==> config.mk <==
export PLATFORM = sky130hd
export DESIGN_NAME = instr_prefetch_ir
export DESIGN_NICKNAME = d
export VERILOG_FILES = /design/src/rtl/proc16_pkg.sv /design/src/rtl/ir_fifo.sv /design/src/rtl/instr_prefetch_ir.sv
export SDC_FILE = /design/constraint.sdc
export NUM_CORES = 1
export LEC_CHECK = 0
export BUFFER_PORTS_ARGS = -buffer_cell sky130_fd_sc_hd__buf_2
export CAP_MARGIN = 20
export CORE_MARGIN = 2
export CORE_UTILIZATION = 30
export CTS_BUF_LIST = sky130_fd_sc_hd__clkbuf_2 sky130_fd_sc_hd__clkbuf_4 sky130_fd_sc_hd__clkbuf_8
export CTS_CLUSTER_SIZE = 12
export DETAILED_ROUTE_END_ITERATION = 12
export PLACE_DENSITY = 0.47
export SLEW_MARGIN = 15
export SYNTH_ARGS = -nofsm -noshare
export SYNTH_HDL_FRONTEND = slang
export SYNTH_SLANG_ARGS = --single-unit
==> constraint.sdc <==
create_clock -name clk -period 4.45 [get_ports clk]
set_input_delay 0.89 -clock clk [delete_from_list [all_inputs] [get_ports clk]]
set_output_delay 0.89 -clock clk [all_outputs]
set_load 0.01 [all_outputs]
==> src/rtl/proc16_pkg.sv <==
// Shared instruction-format constants for the 16-bit processor datapath and control unit.
// The field offsets describe the default format; parameterised users derive their own.
package proc16_pkg;

    localparam int unsigned PROC_IW  = 16;
    localparam int unsigned PROC_OPW = 4;
    localparam int unsigned PROC_RW  = 4;

    // Most-significant bit of each field in the default instruction format
    localparam int unsigned OPCODE_MSB   = PROC_IW - 1;
    localparam int unsigned RT_BT_MSB    = 3 * PROC_RW - 1;
    localparam int unsigned SWLW_MSB     = 3 * PROC_RW - 1;
    localparam int unsigned OFFSET_MSB   = 2 * PROC_RW + PROC_RW / 2 - 1;
    localparam int unsigned READ1_MSB    = 2 * PROC_RW - 1;
    localparam int unsigned READ2_MSB    = PROC_RW - 1;
    localparam int unsigned FUNCFIELD_MSB = PROC_RW - 1;

    // Field widths in the default instruction format
    localparam int unsigned OPCODE_W = PROC_OPW;
    localparam int unsigned REG_W    = PROC_RW;
    localparam int unsigned HALF_W   = PROC_RW / 2;

endpackage

==> src/rtl/ir_fifo.sv <==
// Circular prefetch queue. A pop in the same cycle frees a slot, so a push to a full
// queue is accepted when it coincides with a pop; flush overrides both.
module ir_fifo #(
    parameter int unsigned WIDTH = 16,
    parameter int unsigned DEPTH = 4
) (
    input  logic                       clk,
    input  logic                       rst_n,
    input  logic                       push,
    input  logic                       pop,
    input  logic                       flush,
    input  logic [WIDTH-1:0]           wdata,
    output logic [WIDTH-1:0]           head,
    output logic                       full,
    output logic                       empty,
    output logic [$clog2(DEPTH):0]     count
);

    localparam int unsigned AW = $clog2(DEPTH);
    localparam int unsigned CW = AW + 1;

    logic [WIDTH-1:0] mem [DEPTH];
    logic [AW-1:0]    wr_ptr_q, wr_ptr_d;
    logic [AW-1:0]    rd_ptr_q, rd_ptr_d;
    logic [CW-1:0]    count_q, count_d;
    logic             do_push, do_pop;

    assign full  = (count_q == CW'(DEPTH));
    assign empty = (count_q == '0);
    assign count = count_q;
    assign head  = mem[rd_ptr_q];

    assign do_pop  = pop && !empty && !flush;
    assign do_push = push && (!full || do_pop) && !flush;

    always_comb begin
        wr_ptr_d = wr_ptr_q;
        rd_ptr_d = rd_ptr_q;
        count_d  = count_q;
        if (flush) begin
            wr_ptr_d = '0;
            rd_ptr_d = '0;
            count_d  = '0;
        end else begin
            // Pointers wrap naturally because DEPTH is a power of two
            if (do_push) wr_ptr_d = wr_ptr_q + AW'(1);
            if (do_pop)  rd_ptr_d = rd_ptr_q + AW'(1);
            unique case ({do_push, do_pop})
                2'b10:   count_d = count_q + CW'(1);
                2'b01:   count_d = count_q - CW'(1);
                default: count_d = count_q;
            endcase
        end
    end

    always_ff @(posedge clk or negedge rst_n) begin
        if (!rst_n) begin
            wr_ptr_q <= '0;
            rd_ptr_q <= '0;
            count_q  <= '0;
        end else begin
            wr_ptr_q <= wr_ptr_d;
            rd_ptr_q <= rd_ptr_d;
            count_q  <= count_d;
        end
    end

    always_ff @(posedge clk) begin
        if (do_push) mem[wr_ptr_q] <= wdata;
    end

endmodule

==> src/rtl/instr_prefetch_ir.sv <==
// Instruction register fed by a small prefetch queue; decoded fields are slices of the
// registered instruction so no input reaches an output combinationally.
module instr_prefetch_ir
    import proc16_pkg::*;
#(
    parameter int unsigned IW    = PROC_IW,
    parameter int unsigned OPW   = PROC_OPW,
    parameter int unsigned RW    = PROC_RW,
    parameter int unsigned DEPTH = 4
) (
    input  logic                   clk,
    input  logic                   rst_n,
    input  logic [IW-1:0]          D_MemData,
    input  logic                   C_IRWrite,
    input  logic                   C_IRAdvance,
    input  logic                   C_Flush,
    output logic [OPW-1:0]         OPCODE,
    output logic [RW-1:0]          A_WriteRegRT_BT,
    output logic [RW/2-1:0]        A_RegSWLW,
    output logic [RW/2-1:0]        A_Offset,
    output logic [RW-1:0]          A_ReadReg1RT,
    output logic [RW-1:0]          A_ReadReg2RT,
    output logic [RW-1:0]          FUNCFIELD,
    output logic                   IR_Valid,
    output logic                   Q_Full,
    output logic                   Q_Empty,
    output logic [$clog2(DEPTH):0] Q_Count,
    output logic                   Q_Overflow
);

    logic [IW-1:0] ir_q;
    logic          ir_valid_q;
    logic          overflow_q;

    logic [IW-1:0] fifo_head;
    logic          fifo_full, fifo_empty;
    logic          fifo_push, fifo_pop;
    logic          bypass, drop;

    // An advance into an empty queue takes the incoming word directly, leaving the queue empty
    assign bypass    = C_IRAdvance && !C_Flush && fifo_empty && C_IRWrite;
    assign fifo_pop  = C_IRAdvance && !C_Flush && !fifo_empty;
    assign fifo_push = C_IRWrite && !C_Flush && !bypass;
    assign drop      = C_IRWrite && !C_Flush && fifo_full && !C_IRAdvance;

    ir_fifo #(
        .WIDTH (IW),
        .DEPTH (DEPTH)
    ) u_ir_fifo (
        .clk   (clk),
        .rst_n (rst_n),
        .push  (fifo_push),
        .pop   (fifo_pop),
        .flush (C_Flush),
        .wdata (D_MemData),
        .head  (fifo_head),
        .full  (fifo_full),
        .empty (fifo_empty),
        .count (Q_Count)
    );

    always_ff @(posedge clk or negedge rst_n) begin
        if (!rst_n) begin
            ir_q       <= '0;
            ir_valid_q <= 1'b0;
            overflow_q <= 1'b0;
        end else if (C_Flush) begin
            ir_valid_q <= 1'b0;
            overflow_q <= 1'b0;
        end else begin
            if (C_IRAdvance) begin
                if (!fifo_empty) begin
                    ir_q       <= fifo_head;
                    ir_valid_q <= 1'b1;
                end else if (C_IRWrite) begin
                    ir_q       <= D_MemData;
                    ir_valid_q <= 1'b1;
                end else begin
                    ir_valid_q <= 1'b0;
                end
            end
            if (drop) overflow_q <= 1'b1;
        end
    end

    assign OPCODE          = ir_q[IW-1 -: OPW];
    assign A_WriteRegRT_BT = ir_q[3*RW-1 -: RW];
    assign A_RegSWLW       = ir_q[3*RW-1 -: RW/2];
    assign A_Offset        = ir_q[2*RW+RW/2-1 -: RW/2];
    assign A_ReadReg1RT    = ir_q[2*RW-1 -: RW];
    assign A_ReadReg2RT    = ir_q[RW-1:0];
    assign FUNCFIELD       = ir_q[RW-1:0];

    assign IR_Valid   = ir_valid_q;
    assign Q_Overflow = overflow_q;
    assign Q_Full     = fifo_full;
    assign Q_Empty    = fifo_empty;

endmodule

==> impl_results.md, run 1 <==
- CP arrival: 1.68 ns
- Vias: 1896
- Most common cell after layout, fill and taps aside: edfxtp_1
- Final hold vios: 0
- Worst stage delay on the critical path: 0.53 ns
- Async S/R FF share, synth: 28.09%
- Mux cell area share after synthesis: 21.51%
- Hold WC Path Type: reg -> reg
- Core outline area: 12670 sq um
- GR peak layer: met2
- Met1 usage: 15.29%
- Port Buf Inserts: 51
- Detailed Place HPWL: 4368 um
- First drt pass iteration count: 3
- CTS buffer count: 9
- Largest net degree at the start of global routing: 26
- Worst-margin pin slew: 1.067 ns
- DRC: 0
- Ys flop type: edfxtp_1
- Clk Latency, worst-skew pair: 0.35 ns
- Vias per inst: 4.409
- Starting Density: 30.80%
- Setup violations, final: 0
- CP endpoint kind: output pin
- Antenna Cells: 0
- Root buf cell: clkbuf_8
- Die Width: 118.1 um
- Xor/xnor share of the synthesized area: 1.122%
- Cts repair resizes: 0
- Max_cap viols: 0
- Register area share after synthesis: 65.28%
- GRT overflow: 0
- Fin crit period: 2.570 ns
- Share of layout cells above drive strength 1: 43.02%
- CTS max path bufs: 2
- GR Util met3: 2.277%
- Initial antenna violation count: 0
- Syn_area_per_cell: 18.67 sq um
- PD cells: 434.8 nW/um^2
- LEAKAGE: 1.674 nW
- Slew Limit Fails: 0
- Post-synth EDFFs: 64
- Post-Synth Simple-Gate Area: 2.757%
- Tot Pwr: 1.922 mW
- Clk pin slew, worst setup/hold paths: 0.09 ns
- Die area: 13940 sq um
- VDD IR-drop max: 0.1170 mV
- Rel. slew slack: 28.86%
- Worst path slowest cell: dfrtp_1
- CTS tree: yes
- DR iter-0 viols: 40
- Final nets: 279
- Post-synthesis net count: 235
- Status: finished clean
- Vias in the first global route: 1973
- CP Data Required Time: 3.56 ns
- Hold-fix buffers at CTS: 0
- CTS Sinks: 89
- Worst path cell trace: or3_1 -> buf_4 -> inv_1 -> buf_2
- Gp weighted congestion: 0.7677
- Post-Synth Adder-Cell Area: 1.795%
- Antenna Nets Post-Route: 0
- Die Y: 118.1 um
- Yosys cell types: 37
- Fmax: 389.2 MHz
- Total setup buffers inserted after CTS: 0
- CP Launch Type: flop
- Period Utilization, post-route: 57.74%
- Setup TNS: 0 ns
- Post-synthesis instance area: 3902 sq um
- Main combinational cell family by area after synthesis: multiplexers
- Area Growth Syn to Fin: 13.31%
- Most frequent cells in the layout: 64 x edfxtp_1, 51 x buf_2, 25 x dfrtp_1
- Global-route wire length before repair: 11490 um
- # IOs: 52
- Met2 Usage GRT: 16.64%
- Synth Area in Compound Gates: 2.821%
- Unrepaired setup endpoints after global routing: no
- Synth Register Bits: 89
- Crit-path max FO: 17
- Synth Instances: 209
- CTS H-Tree Depth: 3
- GRT Total Usage: 11.08%
- WS Path Type: reg -> out
- Final wirelength: 7032 um
- WL/cell: 16.35 um
- Clk_skew: 0.009365 ns
- # rows: 41
- Yosys synthesis warning count: 0
path summary, 6_finish.rpt:
kind	depth (start not counted)	start	slack, ns	to
worst max-delay path	4	u_ir_fifo.count[2]$_DFFE_PN0P_	1.88	Q_Empty
worst min-delay path	1	ir_q[5]$_DFFE_PN0P_	0.51	ir_q[5]$_DFFE_PN0P_
worst max register to register	4	u_ir_fifo.rd_ptr_q[0]$_DFFE_PN0P_	2.05	ir_q[13]$_DFFE_PN0P_
worst min register to register	1	ir_q[5]$_DFFE_PN0P_	0.51	ir_q[5]$_DFFE_PN0P_
max in group asynchronous	1	rst_n	3.51	u_ir_fifo.count[0]$_DFFE_PN0P_
min in group asynchronous	1	rst_n	0.54	ir_q[3]$_DFFE_PN0P_
report_power, final:
group          switching, mW  internal (mW)  total [mW]
logic                  0.161          0.200       0.361
registers             0.0610          0.965        1.03
clock network          0.277          0.258       0.535
total                  0.500           1.42        1.92
logic make-up after synthesis:
logic type / after synthesis
AOI/OAI and AO/OA: 14
xor gates and xnor gates: 5
muxes: 50
DFF: 89
and+or+nand+nor: 20
adders and majority gates: 5
buffers and inverters: 26
cell type report:
type | count | area [sq um]
Sequential cell | 89 | 2547
Inverter | 6 | 22.52
Clock buffer | 13 | 172.7
Timing Repair Buffer | 53 | 270.3
Tap cell | 172 | 215.2
Fill cell | 1249 | 8249
Multi-Input combinational cell | 94 | 1171
Clock inverter | 3 | 22.52
through the flow:
step | hold slack [ns] | instances | instance area, sq um | worst slack, ns | util [%]
2_1_floorplan | 0.5033 | 209 | 3902 | 1.942 | -
3_3_place_gp | 0.4858 | 414 | 4227 | 1.776 | 33.36
3_5_place_dp | 0.4946 | 414 | 4227 | 1.720 | 33.36
4_1_cts | 0.5190 | 430 | 4422 | 1.831 | 34.90
5_1_grt | 0.5435 | 430 | 4422 | 1.753 | 34.90
6_report | 0.5099 | 430 | 4422 | 1.880 | 34.90
critical path: cells and delay by family, from the launching register on:
kind	cells	cell delay [ns]
buffers and inverters	3	0.44
and+or+nand+nor	1	0.36
DFF	1	0.53
flip-flops by register name, indices dropped and copies added, names as in the netlist:
register,flops
ir_q,16
IR_Valid,1
u_ir_fifo.count,3
u_ir_fifo.mem,64
u_ir_fifo.wr_ptr_q,2
Q_Overflow,1
u_ir_fifo.rd_ptr_q,2
synth_stat cells (all sizes together), types with 2 or more instances:
cell type / n / share of area, %
inv: 6 / 0.58
mux2: 33 / 11
ha: 4 / 1.3
mux4: 16 / 10
a31oi: 2 / 0.32
o31ai: 3 / 0.58
o2111ai: 2 / 0.45
clkbuf: 3 / 0.29
nor2: 7 / 0.67
dfrtp: 25 / 16
edfxtp: 64 / 49
buf: 17 / 3.8
xor2: 4 / 0.90
and2: 5 / 0.80
routing by layer:
metal	wire length [um]	vias up
met3	197	8
met5	0	-
met4	104	0
met1	3371	959
met2	3359	34
li1	-	895
Note: power is estimated with default switching activity, not from simulation.
==> inputs of run 2 (changes only) <==
- clock period: 4.45 -> 2.7 ns (I/O delays scaled with it)
==> impl_results.md, run 2 (synthesis results as in run 1) <==
- CP Launch Type: flop (unchanged)
- CP Data Required Time: 2.95 ns (was 3.56 ns)
- WS Path Type: reg -> reg (was reg -> out)
- Final nets: 289 (was 279)
- CTS tree: yes (unchanged)
- Placed Cells: 424 (was 414)
- CP arrival: 2.56 ns (was 1.68 ns)
- Worst stage delay on the critical path: 0.49 ns (was 0.53 ns)
- Hold slack: 0.2043 ns (was 0.5099 ns)
- Slew Limit Fails: 0 (unchanged)
- Initial antenna violation count: 0 (unchanged)
- PD cells: 733.4 nW/um^2 (was 434.8 nW/um^2)
- LEAKAGE: 1.739 nW (was 1.674 nW)
- VDD IR-drop max: 0.3645 mV (was 0.1170 mV)
- Rel. slew slack: 53.47% (was 28.86%)
- Fmax: 433.2 MHz
- Total setup buffers inserted after CTS: 0 (unchanged)
- CTS max path bufs: 2 (unchanged)
- First drt pass iteration count: 4 (was 3)
- CTS buffer count: 9 (unchanged)
- Setup TNS: 0 ns (unchanged)
- Placement Cell Area: 4314 sq um (was 4227 sq um)
- # fillers: 1239 (was 1249)
- Root buf cell: clkbuf_8 (unchanged)
- # rows: 41 (unchanged)
- Cts repair resizes: 0 (unchanged)
- Antenna Cells: 0 (unchanged)
- Final hold vios: 0 (unchanged)
- Port Buf Inserts: 51 (unchanged)
- Gp weighted congestion: 0.6992 (was 0.7677)
- Die Width: 118.1 um (unchanged)
- Hold-fix buffers at CTS: 0 (unchanged)
- Largest reg by FF count: u_ir_fifo.mem (unchanged)
- DR iter-0 viols: 126 (was 40)
- Worst path cell trace: o31ai_1 -> nor3_1 -> fa_1 -> or3b_2 -> a32oi_1 -> a31oi_1 (was or3_1 -> buf_4 -> inv_1 -> buf_2)
- # IOs: 52 (unchanged)
- Period Utilization, post-route: 85.50%
- Design Area, Final: 4536 sq um (was 4422 sq um)
- DRC: 0 (unchanged)
- WL/cell: 16.68 um (was 16.35 um)
- Clk Latency, worst-skew pair: 0.37 ns (was 0.35 ns)
- GRT overflow: 0 (unchanged)
- Die area: 13940 sq um (unchanged)
- Hold WC Path Type: in -> async (was reg -> reg)
- Worst-margin pin slew: 0.6979 ns (was 1.067 ns)
- Share of layout cells above drive strength 1: 45.15% (was 43.02%)
- CTS Sinks: 89 (unchanged)
- Starting Density: 30.80% (unchanged)
- Fin crit period: 2.309 ns
- Vias per inst: 4.486 (was 4.409)
- Crit-path max FO: 10 (was 17)
- Detailed Place HPWL: 4640 um (was 4368 um)
- Vias: 1974 (was 1896)
- Global-route wire length before repair: 11720 um (was 11490 um)
- Max_cap viols: 0 (unchanged)
- Most common cell after layout, fill and taps aside: edfxtp_1 (unchanged)
- Worst path slowest cell: dfrtp_1 (unchanged)
- CP endpoint kind: flop (was output pin)
- Post-layout util: 35.80% (was 34.90%)
- Final wirelength: 7341 um (was 7032 um)
- Largest net degree at the start of global routing: 26 (unchanged)
- CTS H-Tree Depth: 3 (unchanged)
- Max reg flops: 64 (unchanged)
- Antenna Nets Post-Route: 0 (unchanged)
- Unrepaired setup endpoints after global routing: no (unchanged)
- Status: finished clean (unchanged)
- GRT Total Usage: 11.46% (was 11.08%)
- Area Growth Syn to Fin: 16.22% (was 13.31%)
- Die Y: 118.1 um (unchanged)
- Setup violations, final: 0 (unchanged)
- Clk_skew: 0.008153 ns (was 0.009365 ns)
- Most frequent cells in the layout: 64 x edfxtp_1, 51 x buf_2, 25 x dfrtp_1 (unchanged)
- Finished Layout Cells: 440 (was 430)
- Clk pin slew, worst setup/hold paths: 0.09 ns (about the same)
- Vias in the first global route: 2057 (was 1973)
- Core outline area: 12670 sq um (unchanged)
## run 2: cell types whose count changed in the layout (fill, tap and decap cells not counted), sizes merged
cell / previous run / this run
clkinv: 2 / 1
bufinv: 0 / 2
inv: 7 / 8
buf: 53 / 63
clkbuf: 13 / 10
clkinvlp: 0 / 1
## run 2: final cells by class
cell class | count | area (sq um) | share of cell area (%)
Multi-Input combinational cell | 94 | 1171 | 25.82
Sequential cell | 89 | 2547 | 56.17
Clock buffer | 10 | 131.4 | 2.897
Clock inverter | 6 | 90.09 | 1.986
Inverter | 6 | 22.52 | 0.4966
Tap cell | 172 | 215.2 | 4.745
Timing Repair Buffer | 63 | 357.8 | 7.890
## run 2: final timing paths
check                           cells past startpoint  slack, ns                      startpoint                             end
worst max-delay path                                6       0.39  u_ir_fifo.count[1]$_DFFE_PN0P_  u_ir_fifo.count[2]$_DFFE_PN0P_
worst min-delay path                                1       0.20                           rst_n             ir_q[3]$_DFFE_PN0P_
worst max register to register                      6       0.39  u_ir_fifo.count[1]$_DFFE_PN0P_  u_ir_fifo.count[2]$_DFFE_PN0P_
worst min register to register                      1       0.48            IR_Valid$_DFFE_PN0P_            IR_Valid$_DFFE_PN0P_
max in group asynchronous                           1       2.04                           rst_n             ir_q[4]$_DFFE_PN0P_
min in group clk                                    1       0.40                    D_MemData[1]   u_ir_fifo.mem[1][1]$_DFFE_PP_
## run 2: metrics by stage
step,worst slack (ns),total power [mW]
after global placement,0.4801,2.336
after detailed placement,0.4011,2.341
after floorplan,0.4783,2.170
after CTS,0.3853,3.389
final,0.3915,3.326
after global routing,0.1315,3.486
## run 2: critical path, delay by kind of cell (launching register included)
kind / cells / cell delay, ns
and+or+nand+nor: 2 / 0.60
AOI/OAI and AO/OA: 3 / 0.67
DFF: 1 / 0.49
adders and majority gates: 1 / 0.44
## run 2: layer usage
metal | up-vias | global-route usage, % | part of all wire (%)
li1 | 910 | - | -
met2 | 48 | 17.70 | 49
met5 | - | 0 | 0
met3 | 9 | 4.021 | 4.6
met1 | 1007 | 15.05 | 45
met4 | 0 | 3.840 | 1.5
## run 2: report_power, final
group / switching (mW) / internal [mW] / total, mW
registers: 0.0695 / 1.59 / 1.66
clock network: 0.497 / 0.537 / 1.03
logic: 0.294 / 0.339 / 0.633
==> inputs of run 3 (changes only) <==
- BUFFER_PORTS_ARGS: -buffer_cell sky130_fd_sc_hd__buf_2 -> -buffer_cell sky130_fd_sc_hd__buf_4
==> impl_results.md, run 3 (synthesis results as in run 1) <==
- Vias in the first global route: 2084 (was 2057)
- Worst path cell trace: o31ai_1 -> nor3_1 -> fa_1 -> or3b_2 -> a32oi_1 -> a31oi_1 (unchanged)
- Unrepaired setup endpoints after global routing: no (unchanged)
- Post-layout util: 36.49% (was 35.80%)
- Pre-CTS WS: 0.4722 ns (was 0.4011 ns)
- Largest net degree at the start of global routing: 26 (unchanged)
- Clk_skew: 0.01375 ns (was 0.008153 ns)
- VDD IR-drop max: 0.2710 mV (was 0.3645 mV)
- DRC: 0 (unchanged)
- CP Launch Type: flop (unchanged)
- Cts repair resizes: 0 (unchanged)
- PD cells: 705.4 nW/um^2 (was 733.4 nW/um^2)
- First drt pass iteration count: 4 (unchanged)
- CTS tree: yes (unchanged)
- Setup TNS: 0 ns (unchanged)
- Initial antenna violation count: 0 (unchanged)
- Design Area, Final: 4623 sq um (was 4536 sq um)
- Detailed Place HPWL: 4737 um (was 4640 um)
- Core outline area: 12670 sq um (unchanged)
- CTS buffer count: 9 (unchanged)
- Die Width: 118.1 um (unchanged)
- Rel. slew slack: 73.23% (was 53.47%)
- Die area: 13940 sq um (unchanged)
- Gp weighted congestion: 0.7137 (was 0.6992)
- Vias per inst: 4.498 (was 4.486)
- Antenna Nets Post-Route: 0 (unchanged)
- Root buf cell: clkbuf_8 (unchanged)
- Clk pin slew, worst setup/hold paths: 0.10 ns (was 0.09 ns)
- # IOs: 52 (unchanged)
- Critical path's top delay family: compound AO/OA/AOI/OAI gates (unchanged)
- CTS Sinks: 89 (unchanged)
- Max reg flops: 64 (unchanged)
- Worst-margin pin slew: 0.3966 ns (was 0.6979 ns)
- Area Growth Syn to Fin: 18.47% (was 16.22%)
- Slew Limit Fails: 0 (unchanged)
- Worst path slowest cell: dfrtp_1 (unchanged)
- Max_cap viols: 0 (unchanged)
- DR iter-0 viols: 94 (was 126)
- Most frequent cells in the layout: 64 x edfxtp_1, 62 x buf_4, 25 x dfrtp_1 (was 64 x edfxtp_1, 51 x buf_2, 25 x dfrtp_1)
- WL/cell: 17.02 um (was 16.68 um)
- Antenna Cells: 0 (unchanged)
- CTS H-Tree Depth: 3 (unchanged)
- Worst setup margin: 0.4536 ns (was 0.3915 ns)
- LEAKAGE: 1.757 nW (was 1.739 nW)
- Setup violations, final: 0 (unchanged)
- CTS max path bufs: 2 (unchanged)
- Status: finished clean (unchanged)
- GRT Total Usage: 11.53% (was 11.46%)
- Total setup buffers inserted after CTS: 0 (unchanged)
- # rows: 41 (unchanged)
- Final wirelength: 7487 um (was 7341 um)
- Final hold vios: 0 (unchanged)
- Period Utilization, post-route: 83.20% (was 85.50%)
- Most common cell after layout, fill and taps aside: edfxtp_1 (unchanged)
- WS Path Type: reg -> reg (unchanged)
- GRT overflow: 0 (unchanged)
- Largest reg by FF count: u_ir_fifo.mem (unchanged)
- Tot Pwr: 3.261 mW (was 3.326 mW)
- Hold WC Path Type: in -> async (unchanged)
- Hold-fix buffers at CTS: 0 (unchanged)
- Fmax: 445.2 MHz (was 433.2 MHz)
- Fin crit period: 2.246 ns (was 2.309 ns)
- CP Buf/Inv Count: 0 (unchanged)
- Die Y: 118.1 um (unchanged)
- CP endpoint kind: flop (unchanged)
- Vias: 1979 (was 1974)
- Clk Latency, worst-skew pair: 0.37 ns (about the same)
- Placement Cell Area: 4442 sq um (was 4314 sq um)
- Worst stage delay on the critical path: 0.49 ns (about the same)
- # fillers: 1212 (was 1239)
- Share of layout cells above drive strength 1: 44.78% (was 45.15%)
- Crit-path max FO: 10 (unchanged)
- Starting Density: 30.80% (unchanged)
- Final nets: 289 (unchanged)
- Port Buf Inserts: 51 (unchanged)
- CP arrival: 2.49 ns (was 2.56 ns)
- Global-route wire length before repair: 11830 um (was 11720 um)
- CP Data Required Time: 2.95 ns (about the same)
-- run 3: cell count changes in the layout (fill, tap and decap cells not counted), sizes merged --
cell    previous run  this run
inv                8        11
bufinv             2         0
clkbuf            10         9
-- run 3: worst paths after layout --
path,from,to,slack (ns),depth (start not counted)
worst max-delay path,u_ir_fifo.count[1]$_DFFE_PN0P_,u_ir_fifo.count[2]$_DFFE_PN0P_,0.45,6
worst min-delay path,rst_n,ir_q[8]$_DFFE_PN0P_,0.08,1
worst max register to register,u_ir_fifo.count[1]$_DFFE_PN0P_,u_ir_fifo.count[2]$_DFFE_PN0P_,0.45,6
worst min register to register,IR_Valid$_DFFE_PN0P_,IR_Valid$_DFFE_PN0P_,0.50,1
max in group asynchronous,rst_n,u_ir_fifo.count[1]$_DFFE_PN0P_,2.34,1
min in group clk,D_MemData[15],u_ir_fifo.mem[0][15]$_DFFE_PP_,0.37,1
-- run 3: layout make-up --
| class | count | area, sq um | area share, % |
|---|---|---|---|
| clock inverters | 7 | 57.56 | 1.245 |
| well taps | 172 | 215.2 | 4.655 |
| multi-input cells | 94 | 1171 | 25.33 |
| flip-flops and latches | 89 | 2547 | 55.10 |
| clock buffers | 9 | 123.9 | 2.679 |
| inverters | 6 | 22.52 | 0.4871 |
| repair buffers | 63 | 485.5 | 10.50 |
-- run 3: stage by stage --
stage          instances  hold slack [ns]
2_1_floorplan        209           0.2444
3_3_place_gp         424           0.4661
3_5_place_dp         424           0.4845
4_1_cts              440          0.07400
5_1_grt              440          0.08526
6_report             440          0.07549
-- run 3: per-layer routing --
layer	track usage, %	vias to the layer above	routed length, um
li1	-	914	-
met1	15.06	1014	3579
met2	17.99	41	3507
met3	3.779	10	295
met4	4.066	0	105
met5	0	-	0
-- run 3: power by group --
group | total, mW | internal [mW] | switching [mW]
Combinational | 0.713 | 0.422 | 0.291
Clock | 0.875 | 0.351 | 0.524
Sequential | 1.67 | 1.59 | 0.0825
Total | 3.26 | 2.36 | 0.897
